### src/rtl/reg_scoreboard_if.sv
// Issue / writeback / status bundle between the decode stage and the
// register scoreboard.
//   master : decode side, drives issue request, source addresses,
//            writeback and flush; observes busy/stall/pending/err
//   slave  : scoreboard side, the mirror image
interface reg_scoreboard_if #(
    parameter int ADDR_WIDTH = 5
);
    logic                  issue_valid;
    logic                  issue_we;
    logic [ADDR_WIDTH-1:0] issue_wa;
    logic [ADDR_WIDTH-1:0] ra0;
    logic [ADDR_WIDTH-1:0] ra1;
    logic                  wb_we;
    logic [ADDR_WIDTH-1:0] wb_wa;
    logic                  flush;
    logic                  busy0;
    logic                  busy1;
    logic                  stall;
    logic                  pending;
    logic                  err;

    modport master (
        output issue_valid, issue_we, issue_wa, ra0, ra1, wb_we, wb_wa, flush,
        input  busy0, busy1, stall, pending, err
    );

    modport slave (
        input  issue_valid, issue_we, issue_wa, ra0, ra1, wb_we, wb_wa, flush,
        output busy0, busy1, stall, pending, err
    );
endinterface

### src/rtl/reg_scoreboard.sv
// Register scoreboard: one saturating pending-write counter per architectural
// register. Issue increments the destination's counter, writeback decrements
// it. Sources are busy while their count, after this cycle's writeback, is
// nonzero.
//   clk, rst : clock, asynchronous active-high reset
//   sb       : reg_scoreboard_if slave (issue, sources, writeback, flush in;
//              busy0/busy1/stall combinational, pending/err registered out)
module reg_scoreboard #(
    parameter int ADDR_WIDTH = 5,
    parameter int CNT_WIDTH  = 2
) (
    input  logic clk,
    input  logic rst,
    reg_scoreboard_if.slave sb
);
    localparam int NREG = 2 ** ADDR_WIDTH;
    localparam logic [CNT_WIDTH-1:0] CMAX = {CNT_WIDTH{1'b1}};
    localparam logic [CNT_WIDTH-1:0] ONE  = CNT_WIDTH'(1);
    localparam logic [ADDR_WIDTH-1:0] R0  = '0;

    logic [NREG-1:0][CNT_WIDTH-1:0] cnt, cnt_nxt;
    logic [NREG-1:0]                nz_nxt;
    logic                           pending_q, err_q;

    // Counts seen at the two source ports and the issue destination
    logic [CNT_WIDTH-1:0] c0, c1, ci, cw;
    logic                 wb_hit0, wb_hit1, wb_hiti;
    logic                 busy0, busy1, sat, stall, fire;

    assign c0 = cnt[sb.ra0];
    assign c1 = cnt[sb.ra1];
    assign ci = cnt[sb.issue_wa];
    assign cw = cnt[sb.wb_wa];

    assign wb_hit0 = sb.wb_we && (sb.wb_wa == sb.ra0);
    assign wb_hit1 = sb.wb_we && (sb.wb_wa == sb.ra1);
    assign wb_hiti = sb.wb_we && (sb.wb_wa == sb.issue_wa);

    // Effective count is zero only if nothing is pending, or the one
    // remaining write retires this very cycle (write-priority bypass).
    assign busy0 = (sb.ra0 != R0) && (c0 != '0) && !((c0 == ONE) && wb_hit0);
    assign busy1 = (sb.ra1 != R0) && (c1 != '0) && !((c1 == ONE) && wb_hit1);

    // A same-cycle writeback to a full counter frees a slot for this issue.
    assign sat   = sb.issue_we && (sb.issue_wa != R0) && (ci == CMAX) && !wb_hiti;
    assign stall = sb.issue_valid && (sb.flush || busy0 || busy1 || sat);
    assign fire  = sb.issue_valid && !stall;

    // Register 0 is hardwired: never counted, never busy.
    assign cnt_nxt[0] = '0;
    assign nz_nxt[0]  = 1'b0;

    genvar r;
    generate
        for (r = 1; r < NREG; r++) begin : g_reg
            localparam logic [ADDR_WIDTH-1:0] RA = ADDR_WIDTH'(r);
            logic inc, dec;
            assign inc = fire && sb.issue_we && (sb.issue_wa == RA);
            // No underflow: a stray writeback leaves the count at zero.
            assign dec = sb.wb_we && (sb.wb_wa == RA) && (cnt[r] != '0);
            always_comb begin
                cnt_nxt[r] = cnt[r];
                if (sb.flush)
                    cnt_nxt[r] = '0;
                else if (inc && !dec)
                    cnt_nxt[r] = cnt[r] + ONE;
                else if (dec && !inc)
                    cnt_nxt[r] = cnt[r] - ONE;
            end
            assign nz_nxt[r] = (cnt_nxt[r] != '0);
        end
    endgenerate

    always_ff @(posedge clk or posedge rst) begin
        if (rst) begin
            cnt       <= '0;
            pending_q <= 1'b0;
            err_q     <= 1'b0;
        end else begin
            cnt       <= cnt_nxt;
            pending_q <= |nz_nxt;
            if (sb.wb_we && (sb.wb_wa != R0) && (cw == '0) && !sb.flush)
                err_q <= 1'b1;
        end
    end

    assign sb.busy0   = busy0;
    assign sb.busy1   = busy1;
    assign sb.stall   = stall;
    assign sb.pending = pending_q;
    assign sb.err     = err_q;
endmodule

### src/flat_wrapper.sv
// flat-port wrapper written by rule: the top's interface ports become plain ports
module reg_scoreboard_flat 
#(
    parameter int ADDR_WIDTH = 5,
    parameter int CNT_WIDTH  = 2
)
  (clk, rst, sb_issue_valid, sb_issue_we, sb_issue_wa, sb_ra0, sb_ra1, sb_wb_we, sb_wb_wa, sb_flush, sb_busy0, sb_busy1, sb_stall, sb_pending, sb_err);
  reg_scoreboard_if #(.ADDR_WIDTH(ADDR_WIDTH)) sb_i ();
  input  logic clk;
  input  logic rst;
  input wire logic [$bits(sb_i.issue_valid)-1:0] sb_issue_valid;
  input wire logic [$bits(sb_i.issue_we)-1:0] sb_issue_we;
  input wire logic [$bits(sb_i.issue_wa)-1:0] sb_issue_wa;
  input wire logic [$bits(sb_i.ra0)-1:0] sb_ra0;
  input wire logic [$bits(sb_i.ra1)-1:0] sb_ra1;
  input wire logic [$bits(sb_i.wb_we)-1:0] sb_wb_we;
  input wire logic [$bits(sb_i.wb_wa)-1:0] sb_wb_wa;
  input wire logic [$bits(sb_i.flush)-1:0] sb_flush;
  output wire logic [$bits(sb_i.busy0)-1:0] sb_busy0;
  output wire logic [$bits(sb_i.busy1)-1:0] sb_busy1;
  output wire logic [$bits(sb_i.stall)-1:0] sb_stall;
  output wire logic [$bits(sb_i.pending)-1:0] sb_pending;
  output wire logic [$bits(sb_i.err)-1:0] sb_err;
  assign sb_i.issue_valid = sb_issue_valid;
  assign sb_i.issue_we = sb_issue_we;
  assign sb_i.issue_wa = sb_issue_wa;
  assign sb_i.ra0 = sb_ra0;
  assign sb_i.ra1 = sb_ra1;
  assign sb_i.wb_we = sb_wb_we;
  assign sb_i.wb_wa = sb_wb_wa;
  assign sb_i.flush = sb_flush;
  assign sb_busy0 = sb_i.busy0;
  assign sb_busy1 = sb_i.busy1;
  assign sb_stall = sb_i.stall;
  assign sb_pending = sb_i.pending;
  assign sb_err = sb_i.err;
  reg_scoreboard #(.ADDR_WIDTH(ADDR_WIDTH), .CNT_WIDTH(CNT_WIDTH)) u_core (.clk(clk), .rst(rst), .sb(sb_i));
endmodule
### config.mk
export PLATFORM = sky130hd
export DESIGN_NAME = reg_scoreboard_flat
export DESIGN_NICKNAME = d
export VERILOG_FILES = /design/src/rtl/reg_scoreboard_if.sv /design/src/rtl/reg_scoreboard.sv /design/src/flat_wrapper.sv
export SDC_FILE = /design/constraint.sdc
export NUM_CORES = 1
export LEC_CHECK = 0
export ABC_CLOCK_PERIOD_IN_PS = 7450
export CAP_MARGIN = 20
export CORE_UTILIZATION = 50
export DETAILED_ROUTE_END_ITERATION = 10
export GPL_TIMING_DRIVEN = 1
export HOLD_SLACK_MARGIN = 0.03
export PLACE_DENSITY = 0.74
export SLEW_MARGIN = 20
export SYNTH_ARGS = -nofsm -noshare
export SYNTH_HDL_FRONTEND = slang
export SYNTH_SLANG_ARGS = --single-unit
### constraint.sdc
create_clock -name clk -period 7.45 [get_ports clk]
set_input_delay 1.49 -clock clk [delete_from_list [all_inputs] [get_ports clk]]
set_output_delay 1.49 -clock clk [all_outputs]
set_load 0.005 [all_outputs]
---- Word level (Yosys, flattened, before mapping) ----
Index checks and enable logic that the tools add are counted.
word-level totals
  word-level logic and storage cells ...... 581
  output and inout port bits .............. 5
  input port bits ......................... 26
  bits in registers ....................... 64
operators by class
  order comparisons ....................... 4
  add/subtract/negate cells ............... 62
  equality and inequality tests ........... 68
  mux-type cells .......................... 101
  reductions and logical operators ........ 313
operator list
  operator             count
  $mux 2               97
  $logic_and 1x1->1    173
  $eq 5x5->1 const B   32
  $reduce_bool 2->1    64
  $eq 5x4->1 const B   16
  $logic_not 1->1      67
  $add 2x1->2 const B  31
  $sub 2x1->2 const B  31
  $bmux 2 s5           4
  $eq 5x3->1 const B   8
  $reduce_or 31->1     1
  $lt 5x6->1 const B   4
  $eq 5x2->1 const B   4
  $reduce_bool 5->1    4
  $eq 5x5->1           3
  $eq 5x1->1 const B   2
  $eq 2x1->1 const B   2
  $logic_or 1x1->1     3
  $eq 2x2->1 const B   1
  $logic_not 2->1      1

---- Logic depth before layout (Yosys ltp) ----
Gate-level depths: netlist (run 1).
  word-level depth ........................ 21
  depth in mapped cells ................... 16
  gate-level depth less buffers ........... 12

---- Least setup slack after synthesis (run 1) ----
No wires, ideal clock.
  kind .................................... input port to output port
  from .................................... in sb_issue_wa[0]
  to ...................................... out sb_stall
  cell stages on the path ................. 10
  slack ................................... 2373 ps
  path buffers ............................ 4
  required time ........................... 5960 ps
  arrival ................................. 3587 ps
  path through ............................ buf_2 -> buf_1 -> nand4_1 -> a311o_1 -> o41ai_1 -> a21o_1 -> buf_2 -> buf_2 -> nor3_1 -> nor2b_1
on the way
  longest elaborated chain between the ends .. 7
  elaborated cells between the ends (all ways) .. 12
  classes of those cells .................. 2 x eq/ne; 2 x mux; 8 x reduce/logical
RTL lines
  element                       RTL line              source
  start: declaration            flat_wrapper.sv:13    input wire logic [$bits(sb_i.issue_wa)-1:0] sb_issue_wa;
  $bmux 2 s5                    reg_scoreboard.sv:32  assign ci = cnt[sb.issue_wa];
  $mux 2 (not written as such)  reg_scoreboard.sv:32
  $eq 2x2->1                    reg_scoreboard.sv:45  assign sat = sb.issue_we && (sb.issue_wa != R0) && (ci == CMAX) && !wb_hiti;
  $logic_and 1x1->1             reg_scoreboard.sv:45
  $logic_and 1x1->1 (*)         reg_scoreboard.sv:45
  $logic_or 1x1->1 (*)          reg_scoreboard.sv:46  assign stall = sb.issue_valid && (sb.flush || busy0 || busy1 || sat);
  $logic_and 1x1->1 (*)         reg_scoreboard.sv:46
  end: declaration              flat_wrapper.sv:21    output wire logic [$bits(sb_i.stall)-1:0] sb_stall;
Mark *: on every way between the ends. The rest lies on a longest branch, timed or not. The select of a mux whose other input is x is not followed.

---- Worst setup path after layout (run 1) ----
  from .................................... in sb_ra0[2]
  to ...................................... out sb_stall
on the way
  longest elaborated chain between the ends .. 10
  elaborated cells between the ends (all ways) .. 15
  classes of those cells .................. 2 x eq/ne; 2 x mux; 11 x reduce/logical
RTL lines
  element                             RTL line              source
  start: declaration                  flat_wrapper.sv:14    input wire logic [$bits(sb_i.ra0)-1:0] sb_ra0;
  $bmux 2 s5                          reg_scoreboard.sv:30  assign c0 = cnt[sb.ra0];
  $mux 2 (not written as such)        reg_scoreboard.sv:30
  $eq 2x1->1                          reg_scoreboard.sv:41  assign busy0 = (sb.ra0 != R0) && (c0 != '0) && !((c0 == ONE) && wb_hit0);
  $logic_and 1x1->1                   reg_scoreboard.sv:41
  $logic_not 1->1                     reg_scoreboard.sv:41
  $logic_and 1x1->1 (*)               reg_scoreboard.sv:41
  $logic_or 1x1->1 (*) (3 in series)  reg_scoreboard.sv:46
  $logic_and 1x1->1 (*)               reg_scoreboard.sv:46
Marked as above.

==> metrics.md, run 1 <==
| Metric | Value |
|---|---|
| Outcome | `completed` |
| Reg-to-Reg Start | `u_core.cnt[19]$_DFF_PP0_` |
| Mapped Cells | `906` |
| Final Skew | `approximately 0.01 ns` |
| Cells after DPL | `1072` |
| Congestion Overflow GR | `0` |
| Vias in the first global route | `7090` |
| Clk slew on worst S/H paths | `0.06 ns` |
| Die height | `about 130 µm` |
| Routed wire length | `about 27 mm` |
| Flops & latches, synth | `64` |
| Worst-Margin Slew | `0.9718 ns` |
| Max VDD drop | `117.3 µV` |
| Min-Delay Path Class | `flop to flop` |
| Rel. slew slack | `34.62%` |
| PD cells | `~120 nW/µm²` |
| Routed met1 length | `between 10 and 15 mm` |
| Final hold vios | `0` |
| Hold Crit Start | `u_core.sb.err$_DFFE_PP0P_` |
| Clk sinks | `64` |
| # fillers | `between 1000 and 1500` |
| Initial DRC Count | `1215` |
| Synth Cell Area | `roughly 7700 µm²` |
| CP max FO | `13` |
| Routability cong. | `between 1 and 1.5` |
| Register area share after synthesis | `20.90%` |
| Routed wire per std cell | `24.68 µm` |
| WHS Endpoint | `u_core.sb.err$_DFFE_PP0P_` |
| Synth area leader | `dfrtp_1` |
| Metal3 WL | `3.499 mm` |
| EDFF count, synth | `0` |
| Top layer in use | `met4` |
| Count leader, synth | `inv_1` |
| Layout cell share with drive strength beyond 1 | `9.845%` |
| Post-DR vias/cell | `~7` |
| Startpoint types | `primary input` |
| Setup TNS | `0 ns` |
| WP data required | `5.96 ns` |
| Residual DRC | `0` |
| Lkg Pwr | `a little over 3 nW` |
| CP Capture Type | `output port` |
| Cell Count, Final, Fillers Out | `approximately 1100` |
| Depth of the most critical reg-to-reg path | `13` |
| Die width | `125.8 µm` |
| Port buffer count | `30` |
| Post-synth top area share | `20.90%` |
| Global-route wire length before repair | `around 42 mm` |
| Row count | `44` |
| Crit path kind | `primary input to output port` |
| Post-Syn Area per Cell | `roughly 8.5 µm²` |
| Total GRT Usage | `between 30% and 40%` |
| Die footprint | `between 15000 and 20000 µm²` |
| Max Cap Viol | `0` |
| DRT Pass-1 Iters | `9` |
| WL met2 | `~11 mm` |
| Io pins | `31` |
| Root buffer cell | `clkbuf_16` |
| Via Count | `7612` |
| CTS tree | `built` |
| Crit path time final | `about 6.4 ns` |
| Cell count of the worst hold path | `1` |
| Synthesized Nets | `between 900 and 1000` |
| Core area | `about 15000 µm²` |
| CP Data Arrival Time | `approximately 4.9 ns` |
| Highest Clock Rate | `between 150 and 200 MHz` |
| Top post-synthesis cells by count | `inv_1, dfrtp_1, nand2_1` |
| Largest net degree at the start of global routing | `65` |
| Post CTS Setup Buffer Count | `0` |
| Top cells by area, synth | `dfrtp_1, xnor2_1, mux4_2, ha_1, xnor3_1` |
| R2r setup slk | `2.73 ns` |
| Later-pin clock latency in the skew report | `0.35 ns` |
| CTS Buf Count | `9` |
| Async set or reset register ratio after synthesis | `100.0%` |
| N_diodes | `0` |
| CTS Buffer Depth | `2` |
| Unrepaired setup endpoints after global routing | `false` |
| Worst r2r dst | `u_core.sb.pending$_DFF_PP0_` |
| Final setup vio count | `0` |
| Final Max Slew Viols | `0` |
| Hold-fix buffers, CTS | `0` |
| H-tree Lvls | `3` |
| Post-layout net count | `956` |
| Overall Power | `1.030 mW` |
| Synth Flop Type | `dfrtp_1` |
| Resized Gates After CTS | `0` |
| Synth unique cells | `76` |
| Starting density of the core | `51.94%` |
| Antenna violations before repair | `0` |
| Layout area overhead | `9.094%` |
| Synth Warn # | `0` |
| Antenna Nets Post-Route | `0` |
| HPWL after DPL | `around 20 mm` |
| Final period utilization | `a little under nine tenths` |
[worst max-delay path by stage]
stage                   start                           to  slack (ns)  depth (start not counted)
6_report            sb_ra0[2]                     sb_stall        1.03                         10
4_1_cts             sb_ra0[2]                     sb_stall        1.13                         10
3_5_place_dp        sb_ra0[2]  u_core.sb.pending$_DFF_PP0_        0.79                         14
3_3_place_gp        sb_ra0[2]  u_core.sb.pending$_DFF_PP0_        0.84                         14
5_1_grt             sb_ra1[1]  u_core.sb.pending$_DFF_PP0_        0.84                         14
2_1_floorplan  sb_issue_wa[0]                     sb_stall        2.37                         10
[registers in the layout, summed over array words and instances, names as in the netlist]
name / flops
u_core.sb.err: 1
u_core.cnt: 62
u_core.sb.pending: 1
[cells by family after synthesis]
logic type | synth area share [%]
multiplexers | 10.60
XOR/XNOR | 11.85
adder cells (fa/ha/maj) | 5.845
AO/OA/AOI/OAI | 15.00
AND/OR/NAND/NOR | 27.71
flip-flops | 20.90
buffers and inverters | 8.098
[cell usage in the layout, fill, tap and decap left out, types with 5 or more instances in the layout]
cell / instances
or3_1: 23
a211oi_1: 11
o21ai_0: 14
nor4_2: 10
a22oi_1: 6
nand3_1: 26
inv_1: 79
a21oi_1: 32
nor3_1: 53
nor4_4: 6
and3_1: 18
and2_1: 22
mux2i_1: 35
o31ai_1: 6
or4_1: 10
nand2b_1: 14
mux4_2: 18
buf_4: 20
xnor2_1: 50
ha_1: 31
xnor3_1: 17
xor2_1: 10
clkbuf_16: 9
o211ai_1: 11
nor4_1: 18
nand2_1: 63
o311ai_0: 5
nand3b_1: 6
a221oi_1: 5
dfrtp_1: 64
clkdlybuf4s50_1: 29
a31oi_1: 22
a311oi_1: 6
nand4_1: 13
nor2b_1: 9
nor2_1: 50
mux2_2: 5
maj3_1: 6
[layer usage]
layer | global-route usage [%] | vias to the layer above
met3 | 10.03 | 114
met4 | 15.38 | 0
met1 | 46.70 | 3620
li1 | - | 3311
met2 | 52.39 | 567
met5 | 0 | -
[power by group]
part,total [mW],internal (mW),switching [mW]
Combinational,0.192,0.0612,0.131
Clock,0.489,0.321,0.168
Sequential,0.350,0.348,0.00104
Total,1.03,0.730,0.300
[area by class of cell]
class / instances / area [µm²] / area share (%)
Sequential cell: 64 / 1602 / 19.16
Tap cell: 184 / 230.2 / 2.754
Inverter: 82 / 307.8 / 3.682
Clock buffer: 14 / 274.0 / 3.277
Multi-Input combinational cell: 692 / 5441 / 65.09
Timing Repair Buffer: 50 / 445.4 / 5.328
Clock inverter: 2 / 60.06 / 0.7183
[metrics by stage]
step / utilization (%) / worst slack [ns] / cell area (µm²) / hold WS (ns)
6_report: 56.67 / 1.033 / 8361 / 0.4799
5_1_grt: 56.67 / 0.8440 / 8361 / 0.4894
4_1_cts: 56.67 / 1.129 / 8361 / 0.4823
3_5_place_dp: 54.40 / 0.7863 / 8026 / 0.4699
3_3_place_gp: 54.40 / 0.8447 / 8026 / 0.4518
2_1_floorplan: - / 2.373 / 7664 / 0.4663
[worst max-delay path, stage by stage]
cell             delay, ns
clkdlybuf4s50_1       0.96
buf_4                 0.33
xnor2_1               0.13
nand4_1               0.18
o21ai_0               0.35
a31oi_4               0.08
or3_1                 0.41
nor3_1                0.41
nor2b_1               0.10
clkdlybuf4s50_1       0.47
Power figures use the tool's default switching activity.
==> run 2, diff against run 1 <==
--- a/config.mk
+++ b/config.mk
@@ -5,8 +5,9 @@
 export SDC_FILE = /design/constraint.sdc
 export NUM_CORES = 1
 export LEC_CHECK = 0
-export ABC_CLOCK_PERIOD_IN_PS = 7450
+export ABC_CLOCK_PERIOD_IN_PS = 6350
 export CAP_MARGIN = 20
+export CORE_MARGIN = 2
 export CORE_UTILIZATION = 50
 export DETAILED_ROUTE_END_ITERATION = 10
 export GPL_TIMING_DRIVEN = 1
==> constraint.sdc (replaced) <==
create_clock -name clk -period 6.35 [get_ports clk]
set_input_delay 1.27 -clock clk [delete_from_list [all_inputs] [get_ports clk]]
set_output_delay 1.27 -clock clk [all_outputs]
set_load 0.005 [all_outputs]
==> run 2 against run 1 <==
Against the previous run: clock skew shrank 0.0016 ns; register-to-register slack got worse by 0.93 ns; highest routed layer unchanged; hold slack got worse by 0.017 ns; core utilization increased by 0.49 points; cell count grew 2.8%; critical path type unchanged; first-iteration DRC count is 3.5% lower; sequential power is 17% higher; die area rose by 3.2%.
==> metrics.md, run 2 (same netlist as run 1, synthesis figures left out) <==
| Metric | Value |
|---|---|
| Finished Cell Area | `8625 µm² (+3.2%)` |
| Post CTS Setup Buffer Count | `0 (unchanged)` |
| Reg-to-Reg Start | `u_core.cnt[40]$_DFF_PP0_` |
| Die width | `127.8 µm (+1.6%)` |
| Global-route wire length before repair | `41.49 mm (-0.66%)` |
| Crit path kind | `primary input to output port` |
| Final period utilization | `about 93%` |
| Worst path slowest cell | `clkdlybuf4s50_1` |
| PD cells | `143.1 nW/µm² (+16%)` |
| Antenna Nets Post-Route | `0 (unchanged)` |
| Residual DRC | `0 (unchanged)` |
| Switching Share | `28.57% (-0.51 points)` |
| Clock share of power | `46.7% (-0.7 points)` |
| Most Frequent Cell on Critical Path | `clkdlybuf4s50_1` |
| Startpoint types | `primary input` |
| Internal Power | `0.8815 mW (+21%)` |
| DRT Pass-1 Iters | `6 (-3)` |
| CP Data Arrival Time | `4.66 ns (-0.27 ns)` |
| N_diodes | `0 (unchanged)` |
| Biggest register | `u_core.cnt` |
| Worst-Margin Slew | `0.9189 ns (-0.05283 ns)` |
| Die footprint | `16330 µm² (+3.2%)` |
| Layout cell share with drive strength beyond 1 | `12.58% (+2.7 points)` |
| Row count | `45 (+2.3%)` |
| WP data required | `5.08 ns (-0.88 ns)` |
| Final hold vios | `0 (unchanged)` |
| Hold WS | `0.4630 ns (-0.01687 ns)` |
| R2r setup slk | `1.80 ns (-0.93 ns)` |
| Lkg Pwr | `3.260 nW (+5.0%)` |
| Routability cong. | `1.094 (+4.9%)` |
| Vias in the first global route | `7103 (+0.18%)` |
| Clk slew on worst S/H paths | `0.05 ns (about the same)` |
| Most common cell after layout, fill and taps aside | `inv_1` |
| Comb pwr share | `20.1% (+1.5 points)` |
| Number of flip-flops in the largest register | `62 (unchanged)` |
| CTS Buffer Depth | `2 (unchanged)` |
| Later-pin clock latency in the skew report | `0.35 ns (about the same)` |
| Core area | `15090 µm² (+2.3%)` |
| # fillers | `1348 (-0.074%)` |
| Flop pwr share | `33.2% (-0.7 points)` |
| Commonest non-fill, non-tap cells in the layout | `inv_1, dfrtp_1, nand2_1` |
| Largest net degree at the start of global routing | `65 (unchanged)` |
| Worst r2r dst | `u_core.sb.pending$_DFF_PP0_` |
| Final setup vio count | `0 (unchanged)` |
| Post-layout net count | `983 (+2.8%)` |
| Initial DRC Count | `1172 (-3.5%)` |
| Final Max Slew Viols | `0 (unchanged)` |
| Post-DR vias/cell | `6.940 (-0.80%)` |
| Port buffer count | `30 (unchanged)` |
| Depth of the most critical reg-to-reg path | `12 (-1)` |
| Highest Clock Rate | `approximately 170 MHz` |
| Via Count | `7759 (+1.9%)` |
| Crit path to | `sb_stall` |
| Total GRT Usage | `33.47% (-1.4 points)` |
| Starting density of the core | `50.79% (-1.2 points)` |
| H-tree Lvls | `3 (unchanged)` |
| Routed wire length | `26.99 mm (+0.51%)` |
| Post-placement cell area | `8284 µm² (+3.2%)` |
| Critical path, cell by cell | `clkdlybuf4s50_1 -> buf_4 -> xnor2_1 -> nand4_1 -> o21ai_0 -> a31oi_4 -> or3_1 -> buf_12 -> nor3_1 -> nor2b_1 -> clkdlybuf4s50_1` |
| Congestion Overflow GR | `0 (unchanged)` |
| Final Skew | `0.008370 ns (-0.001612 ns)` |
| Min-Delay Path Class | `flop to flop` |
| Die height | `127.8 µm (+1.6%)` |
| Sw Pwr | `0.3525 mW (+18%)` |
| CTS Buf Count | `9 (unchanged)` |
| Clk sinks | `64 (unchanged)` |
| Setup TNS | `0 ns (unchanged)` |
| CP Capture Type | `output port` |
| Outcome | `completed` |
| Rel. slew slack | `38.74% (+4.1 points)` |
| Setup crit start | `sb_ra0[2]` |
| Max Cap Viol | `0 (unchanged)` |
| Max VDD drop | `137.8 µV (+17%)` |
| Crit path largest cell delay | `0.78 ns (-0.18 ns)` |
| Unrepaired setup endpoints after global routing | `false` |
| Root buffer cell | `clkbuf_16` |
| Routed wire per std cell | `24.14 µm (-2.2%)` |
| Crit path time final | `~5.9 ns` |
| CTS tree | `built` |
| HPWL after DPL | `20.20 mm (+0.67%)` |
| Hold-fix buffers, CTS | `0 (unchanged)` |
| CP max FO | `22 (+9)` |
| Antenna violations before repair | `0 (unchanged)` |
| Io pins | `31 (unchanged)` |
| Layout area overhead | `12.54%` |
| Resized Gates After CTS | `0 (unchanged)` |
run 2: cell count changes in the layout (fill, tap and decap cells not counted):
| cell | previous run | this run |
|---|---|---|
| buf_4 | 20 | 43 |
| buf_12 | 0 | 4 |
| clkbuf_1 | 2 | 0 |
| clkbuf_8 | 3 | 4 |
run 2: metal layers:
layer / track usage [%] / vias up / share of wire (%)
met5: 0 / - / 0
met4: 12.73 / 0 / 4.7
met1: 45.77 / 3659 / 39
li1: - / 3370 / -
met3: 11.81 / 118 / 15
met2: 48.66 / 612 / 42
run 2: worst max-delay path: cells and delay by family:
family	cells	cell delay, ns
buffers and inverters	4	1.77
AO/OA/AOI/OAI	2	0.40
XOR/XNOR	1	0.13
AND/OR/NAND/NOR	4	1.07
run 2: worst min path at each step:
stage                                    startpoint                        end  slack [ns]  cells after the start
after global routing      u_core.sb.err$_DFFE_PP0P_  u_core.sb.err$_DFFE_PP0P_        0.49                      1
after global placement    u_core.sb.err$_DFFE_PP0P_  u_core.sb.err$_DFFE_PP0P_        0.46                      1
after floorplan           u_core.sb.err$_DFFE_PP0P_  u_core.sb.err$_DFFE_PP0P_        0.47                      1
final                     u_core.sb.err$_DFFE_PP0P_  u_core.sb.err$_DFFE_PP0P_        0.46                      1
after CTS                 u_core.sb.err$_DFFE_PP0P_  u_core.sb.err$_DFFE_PP0P_        0.47                      1
after detailed placement  u_core.sb.err$_DFFE_PP0P_  u_core.sb.err$_DFFE_PP0P_        0.46                      1
run 2: stage by stage:
step | power, mW | std cells | setup slack (ns) | util, %
2_1_floorplan | 0.5678 | 906 | 1.494 | -
5_1_grt | 1.268 | 1118 | 0.2664 | 57.16
3_5_place_dp | 0.6563 | 1103 | 0.3264 | 54.90
6_report | 1.234 | 1118 | 0.4181 | 57.16
4_1_cts | 1.232 | 1118 | 0.4837 | 57.16
3_3_place_gp | 0.6557 | 1103 | 0.3549 | 54.90
run 2: area by class of cell:
cell class                 instances  area, µm²  share of cell area (%)
inverter                          82      307.8                   3.569
tap                              188      235.2                   2.727
clock buffer                      13      280.3                   3.250
multi-input combinational        692       5441                   63.09
sequential                        64       1602                   18.57
clock inverter                     2      60.06                  0.6964
timing repair buffer              77      698.2                   8.095
run 2: power by group through the flow:
| stage | logic (mW) | registers [mW] | clock network (mW) |
|---|---|---|---|
| after global placement | 0.238 | 0.417 | 0 |
| after detailed placement | 0.239 | 0.417 | 0 |
| final | 0.248 | 0.410 | 0.576 |
| after CTS | 0.241 | 0.410 | 0.581 |
| after global routing | 0.261 | 0.410 | 0.597 |
| after floorplan | 0.151 | 0.417 | 0 |
==> edit, RTL diff (config.mk and constraints of run 2) <==
`CNT_WIDTH` is set to 2 in 2 places; all go to 4.
--- a/src/rtl/reg_scoreboard.sv
+++ b/src/rtl/reg_scoreboard.sv
@@ -7,7 +7,7 @@
 //              busy0/busy1/stall combinational, pending/err registered out)
 module reg_scoreboard #(
     parameter int ADDR_WIDTH = 5,
-    parameter int CNT_WIDTH  = 2
+    parameter int CNT_WIDTH  = 4
 ) (
     input  logic clk,
     input  logic rst,
--- a/src/flat_wrapper.sv
+++ b/src/flat_wrapper.sv
@@ -2,7 +2,7 @@
 module reg_scoreboard_flat 
 #(
     parameter int ADDR_WIDTH = 5,
-    parameter int CNT_WIDTH  = 2
+    parameter int CNT_WIDTH  = 4
 )
   (clk, rst, sb_issue_valid, sb_issue_we, sb_issue_wa, sb_ra0, sb_ra1, sb_wb_we, sb_wb_wa, sb_flush, sb_busy0, sb_busy1, sb_stall, sb_pending, sb_err);
   reg_scoreboard_if #(.ADDR_WIDTH(ADDR_WIDTH)) sb_i ();
Behaviour: not the same (Yosys sat finds a counterexample within 4 cycles, from zero or initial values and one cycle with rst high).
==> edit against run 2 <==
Power rose by 83%; hold slack better by 0.18 ns; worst setup slack lost 0.15 ns; routed wire length rose by 110%; die area grew 66%; sequential cell count is 62 higher; sequential share of layout area is 2.2 points higher; synthesized area increased by 69%; cell area increased by 76%; critical path type unchanged.
==> edit: results (changes against run 2) <==
Status = completed
Global-route track usage on met1 = 54.6% (+8.9 points)
Fraction of layout cells with a size suffix above 1 = 17.2% (+4.6 points)
Fraction of area in multi-input gates = 59.8% (-3.3 points)
Non-clk bufs = 186 (+140%)
Cell-internal power = 1.50 mW (+70%)
WL/cell = 28.4 um (+18%)
Xor/xnor share of the synthesized area = 8.28% (-3.6 points)
Slowest cell delay on critical path = 0.61 ns (-0.17 ns)
Mux share of post-synthesis cell area = 13.2% (+2.6 points)
Number of global-route vias before repair = 13,045 (+84%)
Mapped Area = 12,900 um2 (+69%)
Leakage power = 6.39 nW (+96%)
Adder-cell share of the synthesized area = 6.17% (+0.33 points)
Non-clock buffer share = 10.3% (+2.2 points)
Placer Congestion = 1.12 (+2.1%)
Clk_buf instances = 19 (+6)
Syn Inst Count = 1,569 (+73%)
Clock-cell share of area = 3.78% (-0.17 points)
Fin cells = 2,035 (+82%)
TritonCTS Sinks = 126 (+97%)
Number of distinct library cells after synthesis = 84 (+11%)
GR Layer Usage met3 = 8.34% (-3.5 points)
Nets = 1,777 (+81%)
Met1 wire length = 21,800 um (+110%)
Detailed Place HPWL = 45,200 um (+120%)
Compound-gate portion of the synthesized area = 14.3% (-0.66 points)
Pin count of the biggest net entering global routing = 82 (+26%)
Met3 wire len = 5890 um (+50%)
Top sig layer = met5
R2R Path Start = u_core.cnt[80]
Final instance area = 15,100 um2 (+76%)
-- edit: repair_timing --
action | CTS | global route
setup buffers | 0 | 1
endpoints found under the setup margin | 0 | 2
endpoints found under the hold margin | 0 | 0
gates resized for setup | 0 | 3
-- edit: worst min-delay path by stage --
stage	startpoint	to	slack, ns	depth (start not counted)
CTS	u_core.sb.err	u_core.sb.err	0.63	1
floorplan	u_core.sb.err	u_core.sb.err	0.46	1
detailed placement	u_core.sb.err	u_core.sb.err	0.62	1
global placement	u_core.sb.err	u_core.sb.err	0.62	1
finish	u_core.sb.err	u_core.sb.err	0.64	1
global route	u_core.sb.err	u_core.sb.err	0.62	1
-- edit: power by group through the flow --
stage / combinational (mW) / clock, mW / sequential (mW)
finish: 0.427 / 1.02 / 0.814
CTS: 0.413 / 1.02 / 0.814
detailed placement: 0.412 / 0 / 0.829
global route: 0.443 / 1.05 / 0.815
floorplan: 0.204 / 0 / 0.826
global placement: 0.411 / 0 / 0.829
